## config.mk

```make
export PLATFORM = sky130hd
export DESIGN_NAME = ser_tx_shift
export DESIGN_NICKNAME = d
export VERILOG_FILES = /design/src/rtl/ser_tx_shift.sv
export SDC_FILE = /design/constraint.sdc
export NUM_CORES = 1
export LEC_CHECK = 0
export BUFFER_PORTS_ARGS = -buffer_cell sky130_fd_sc_hd__buf_2
export CORE_ASPECT_RATIO = 0.8
export CORE_UTILIZATION = 57
export CTS_CLUSTER_DIAMETER = 50
export CTS_CLUSTER_SIZE = 14
export DETAILED_ROUTE_END_ITERATION = 12
export PLACE_DENSITY_LB_ADDON = 0.3
export RECOVER_POWER = 100
export REMOVE_ABC_BUFFERS = 1
export SYNTH_ARGS = -nofsm -noshare
export SYNTH_HDL_FRONTEND = slang
export SYNTH_SLANG_ARGS = --single-unit
export TNS_END_PERCENT = 5
```

## constraint.sdc

```tcl
create_clock -name clk -period 2 [get_ports clk]
set_input_delay 0.3 -clock clk [delete_from_list [all_inputs] [get_ports clk]]
set_output_delay 0.3 -clock clk [all_outputs]
set_load 0.01 [all_outputs]
```

## src/rtl/ser_tx_shift.sv

```systemverilog
// ser_tx_shift: parallel-in / serial-out byte transmitter.
//
// Accepts a byte on a load/ready handshake, keeps one further byte in a hold
// register, and shifts each byte out MSB first with a companion shift clock.
// The receiver samples sout on the rising edge of sclk and left-shifts, which
// reassembles the original byte. Bytes queued in the hold register follow the
// current byte with no gap.
//
// Optional feature: define SER_TX_PARITY_EN to append an odd-parity bit
// (~^byte) after the LSB of every byte, one extra bit period with one sclk
// pulse. Without the macro each byte takes DATA_W*CLK_DIV cycles.
//
// Parameters:
//   DATA_W   bits per byte (2..15)
//   CLK_DIV  clk cycles per serial bit (even, >= 2)
// Ports:
//   clk    system clock, rising-edge active
//   reset  asynchronous active-high reset; aborts any transfer, empties hold
//   din    byte to send, sampled only when a load is accepted
//   load   load strobe, accepted when load & ready on a clk edge
//   ready  hold register empty, a new byte can be accepted
//   busy   a byte is being shifted out
//   sout   serial data, MSB first (registered)
//   sclk   shift clock, high in the second half of each bit period (registered)
//   done   one-cycle pulse after the last bit period of each byte (registered)
module ser_tx_shift #(
   parameter int DATA_W  = 8,
   parameter int CLK_DIV = 4
) (
   input  logic              clk,
   input  logic              reset,
   input  logic [DATA_W-1:0] din,
   input  logic              load,
   output logic              ready,
   output logic              busy,
   output logic              sout,
   output logic              sclk,
   output logic              done
);

   localparam int DIV_W = $clog2(CLK_DIV);
   localparam logic [DIV_W-1:0] DIV_LAST  = DIV_W'(CLK_DIV - 1);
   localparam logic [DIV_W-1:0] DIV_HALF  = DIV_W'(CLK_DIV / 2);
   localparam logic [3:0]       BCNT_LAST = 4'(DATA_W - 1);

`ifdef SER_TX_PARITY_EN
   typedef enum logic [1:0] {IDLE, SHIFT, PAR} state_t;
`else
   typedef enum logic [1:0] {IDLE, SHIFT} state_t;
`endif

   state_t            state, nxt_state;
   logic [DIV_W-1:0]  div, nxt_div;
   logic [3:0]        bcnt, nxt_bcnt;
   logic              hfull, nxt_hfull;
   logic              xfer, nxt_xfer;
   logic              nxt_sout, nxt_sclk, nxt_done;
   logic [DATA_W-1:0] sh, nxt_sh;
   logic [DATA_W-1:0] hold, nxt_hold;
   logic              accept, end_byte;
`ifdef SER_TX_PARITY_EN
   logic              par, nxt_par;

   function automatic logic odd_par(input logic [DATA_W-1:0] b);
      return ~^b;
   endfunction
`endif

   // xfer marks the cycle right after a hold->shift transfer; the hold
   // register is already empty then, but the handshake stays closed one cycle.
   assign ready  = ~hfull & ~xfer;
   assign busy   = (state != IDLE);
   assign accept = load & ready;

   always_comb begin
      nxt_state = state;
      nxt_div   = div;
      nxt_bcnt  = bcnt;
      nxt_sh    = sh;
      nxt_hold  = hold;
      nxt_hfull = hfull;
      nxt_xfer  = 1'b0;
      nxt_done  = 1'b0;
      nxt_sout  = 1'b0;
      nxt_sclk  = 1'b0;
      end_byte  = 1'b0;
`ifdef SER_TX_PARITY_EN
      nxt_par   = par;
`endif

      case (state)
         IDLE: begin
            if (accept) begin
               nxt_state = SHIFT;
               nxt_sh    = din;
               nxt_div   = '0;
               nxt_bcnt  = '0;
`ifdef SER_TX_PARITY_EN
               nxt_par   = odd_par(din);
`endif
            end
         end
         SHIFT: begin
            nxt_div = div + 1'b1;
            if (div == DIV_LAST) begin
               nxt_div  = '0;
               nxt_sh   = {sh[DATA_W-2:0], 1'b0};
               nxt_bcnt = bcnt + 4'd1;
               if (bcnt == BCNT_LAST) begin
`ifdef SER_TX_PARITY_EN
                  nxt_state = PAR;
`else
                  end_byte  = 1'b1;
`endif
               end
            end
         end
`ifdef SER_TX_PARITY_EN
         PAR: begin
            nxt_div = div + 1'b1;
            if (div == DIV_LAST) begin
               nxt_div  = '0;
               end_byte = 1'b1;
            end
         end
`endif
         default: nxt_state = IDLE;
      endcase

      // A load while shifting lands in the hold register.
      if ((state != IDLE) && accept) begin
         nxt_hold  = din;
         nxt_hfull = 1'b1;
      end

      // End of byte: chain the held byte (or a byte loaded this very cycle
      // while hold is empty) without a gap, otherwise return to idle.
      if (end_byte) begin
         nxt_done = 1'b1;
         nxt_div  = '0;
         nxt_bcnt = '0;
         if (hfull) begin
            nxt_state = SHIFT;
            nxt_sh    = hold;
            nxt_hfull = 1'b0;
            nxt_xfer  = 1'b1;
`ifdef SER_TX_PARITY_EN
            nxt_par   = odd_par(hold);
`endif
         end else if (accept) begin
            nxt_state = SHIFT;
            nxt_sh    = din;
            nxt_hfull = 1'b0;
`ifdef SER_TX_PARITY_EN
            nxt_par   = odd_par(din);
`endif
         end else begin
            nxt_state = IDLE;
         end
      end

      // Outputs are registered, so they are derived from the next state.
      case (nxt_state)
         SHIFT:   nxt_sout = nxt_sh[DATA_W-1];
`ifdef SER_TX_PARITY_EN
         PAR:     nxt_sout = nxt_par;
`endif
         default: nxt_sout = 1'b0;
      endcase
      nxt_sclk = (nxt_state != IDLE) && (nxt_div >= DIV_HALF);
   end

   always_ff @(posedge clk or posedge reset) begin
      if (reset) begin
         state <= IDLE;
         div   <= '0;
         bcnt  <= '0;
         hfull <= 1'b0;
         xfer  <= 1'b0;
         sout  <= 1'b0;
         sclk  <= 1'b0;
         done  <= 1'b0;
      end else begin
         state <= nxt_state;
         div   <= nxt_div;
         bcnt  <= nxt_bcnt;
         hfull <= nxt_hfull;
         xfer  <= nxt_xfer;
         sout  <= nxt_sout;
         sclk  <= nxt_sclk;
         done  <= nxt_done;
      end
   end

   // Byte storage carries no reset; hfull and state qualify its contents.
   always_ff @(posedge clk) begin
      sh   <= nxt_sh;
      hold <= nxt_hold;
`ifdef SER_TX_PARITY_EN
      par  <= nxt_par;
`endif
   end

endmodule

```

==> flow_summary.ini <==
[die]
num_io_pins = 16
coreArea_um2 = 2520
start_util_pct = 61.8
rows = 16
dieWidth_um = 60.5
die_h_um = 48.8
die-area_um2 = 2950

[finish]
layout_common_cells = nand2_1 (14), o21ai_0 (14), dfrtp_1 (13), clkbuf_1 (11), nor2b_1 (10)
nets = 191
antennaDiodeCount = 0
multi_input_comb_area_um2 = 776
regArea_um2 = 726
final_core_util_pct = 69.4
fin_area_um2 = 1750
fillers = 200
drive_gt1_share_pct = 11.8
syn2layout_area_growth_pct = 12.3

[worst_setup_path]
crit_fanout = 9
crit_arrival_ns = 1.83
r2r_end = hold[6]
critPathLaunch = hfull
worstPathRequired_ns = 2.00
crit_type = flop to flop
timing.rr.start = hfull
cp-end-kind = flop
ff2ff_path_depth = 2
startpoint_type = flop
reg2reg_slack_ns = 0.17
endpoint = hold[6]

[route]
drtIter0Drc = 133
dr.pass1.iters = 4
drc = 0
num_vias = 1251
wl_met2_mm = 1.48
met3WireLength_um = 152
wl_met1_mm = 1.56
top_layer_used = met4
avgViaCountPerCell = 5.85
finalWirelength_mm = 3.25
wl_per_cell_um = 15.2
drtAntennaViolNets = 0

[clock_tree]
clockBufferDepth = 2
cts_tree = built
clk_latency_ns = 0.35
cts_root_buffer = clkbuf_4
cts-resized-gates = 0
htreeDepth = 2
cts.sinks = 29
clk_pin_slew_ns = 0.11
cts_buffers = 5

[timing]
fmax_mhz = 546
setup_viol = 0
clock_skew_ns = 0.0124
fin_crit_ns = 1.83
worst_pin_slew_ns = 0.625
slew_violations = 0
finalCritPeriodShare_pct = 91.5
fin_hold_ws_ns = 0.149
hold_violations = 0
fin_ws_ns = 0.170
rsz0062_at_grt = no
maxSlewHeadroom_pct = 58.2

[power]
p_clk_share_pct = 21.1
p_leak_uw = 0.000739
combPwrFrac_pct = 29.9
p_seq_share_pct = 49.0
power.switching_uw = 581
power_switching_share_pct = 34.5
cell_internal_pwr_uw = 1100
irDropWorstVdd_uv = 538
power.density_nw_per_um2 = 962

[global_routing]
grt_max_degree = 27
grt_pass1_vias = 1153
grt_pass1_wl_mm = 5.62
grtUsageTotal_pct = 26.0
antenna_found_initial = 0
overflow = 0

[yosys]
ys_ff_latch = 29
yosysWarnings = 0
synthCells = 156
netlist_area_um2 = 1560
yosys_most_used_dff = dfrtp_1
synth.yosys.seq_area_share_pct = 46.5
async_flop_share_pct = 44.8
yosysUniqueCellTypes = 41
synth_edf_count = 8
postSynthAreaPerCell_um2 = 9.99

[placed_design]
hpwl_mm = 2.25
io_buffers = 15
preCtsSetupSlack_ns = 0.236
gp_congestion = 0.788
place_area_um2 = 1710

[job]
drv_cap = 0

[worst_hold_path]
worstHoldPathType = input pin to flop

[run_status]
status = completed
-- cell type report --
| class | instances | area share, % |
|---|---|---|
| tap | 36 | 2.57 |
| inverter | 4 | 0.858 |
| clock buffer | 5 | 2.14 |
| sequential | 29 | 41.5 |
| multi-input combinational | 114 | 44.3 |
| timing repair buffer | 23 | 7.65 |
| clock inverter | 3 | 1.00 |
-- worst min-delay path by stage --
| stage | slack (ns) | to | depth (start not counted) | startpoint |
|---|---|---|---|---|
| after floorplan | 0.18 | bcnt[0] | 1 | reset |
| after global placement | 0.34 | bcnt[2] | 2 | reset |
| after detailed placement | 0.35 | sclk | 2 | reset |
| after CTS | 0.14 | hold[3] | 1 | din[3] |
| after global routing | 0.13 | hold[3] | 1 | din[3] |
| final | 0.15 | hold[3] | 1 | din[3] |
-- timing repair --
item	CTS	global route
hold endpoints to repair	13	0
hold buffers	1	0
setup buffers	0	0
-- cell usage after synthesis (all sizes together), types with 2 or more instances --
| master | number | share of area, % |
|---|---|---|
| o21ai | 15 | 4.8 |
| nand2 | 14 | 3.4 |
| dfrtp | 13 | 21 |
| nor2b | 10 | 4.0 |
| dfxtp | 8 | 10 |
| edfxtp | 8 | 15 |
| a22oi | 7 | 3.4 |
| clkbuf | 7 | 1.7 |
| mux2i | 7 | 4.5 |
| o2bb2ai | 7 | 3.9 |
| and2b | 6 | 2.9 |
| and3b | 6 | 3.4 |
| o211ai | 6 | 2.9 |
| nor2 | 5 | 1.2 |
| inv | 4 | 0.96 |
| ha | 3 | 2.4 |
| nand2b | 3 | 1.7 |
| a21o | 2 | 0.96 |
| a21oi | 2 | 0.64 |
| and2 | 2 | 0.80 |
| buf | 2 | 1.0 |
| nand3 | 2 | 0.64 |
| nand4b | 2 | 1.1 |
| or2 | 2 | 0.80 |
-- cells by family after synthesis --
kind of cell               Yosys count  synth area share [%]
adders and majority gates            3                  2.41
muxes                                7                  4.49
AOI/OAI and AO/OA                   46                  20.4
buffers and inverters               13                  3.69
and+or+nand+nor                     57                  22.2
other                                1                 0.241
DFF                                 29                  46.5
-- stage by stage --
stage / total power [uW] / setup TNS [ns] / instances
final: 1680 / 0 / 214
after global routing: 1800 / 0 / 214
after CTS: 1700 / 0 / 214
after detailed placement: 1340 / 0 / 205
after global placement: 1310 / 0 / 205
after floorplan: 1180 / -14.09 / 147
-- sequential cells by signal, indices dropped and copies added (netlist names) --
signal and flops:
bcnt 4, done 1, sh 8, state 2
sout 1, xfer 1, hold 8, sclk 1
hfull 1, div 2
-- worst max-delay path, cell delays in order (launching register included) --
cell     delay [ns]
dfrtp_1        0.45
nor3b_1        0.55
and2_1         0.50
-- layer usage --
layer  up-vias  GRT usage (%)
li1        608              -
met1       612           37.0
met2        26           37.7
met3         5           7.96
met4         0           7.95
met5         -              0
-- power groups by stage --
stage | combinational [uW] | clock [uW] | sequential [uW]
final | 504 | 355 | 824
after global routing | 568 | 391 | 844
after floorplan | 351 | 0 | 824
after global placement | 480 | 0 | 827
after detailed placement | 503 | 0 | 837
after CTS | 509 | 363 | 823
(Power assumes the default switching activity.)
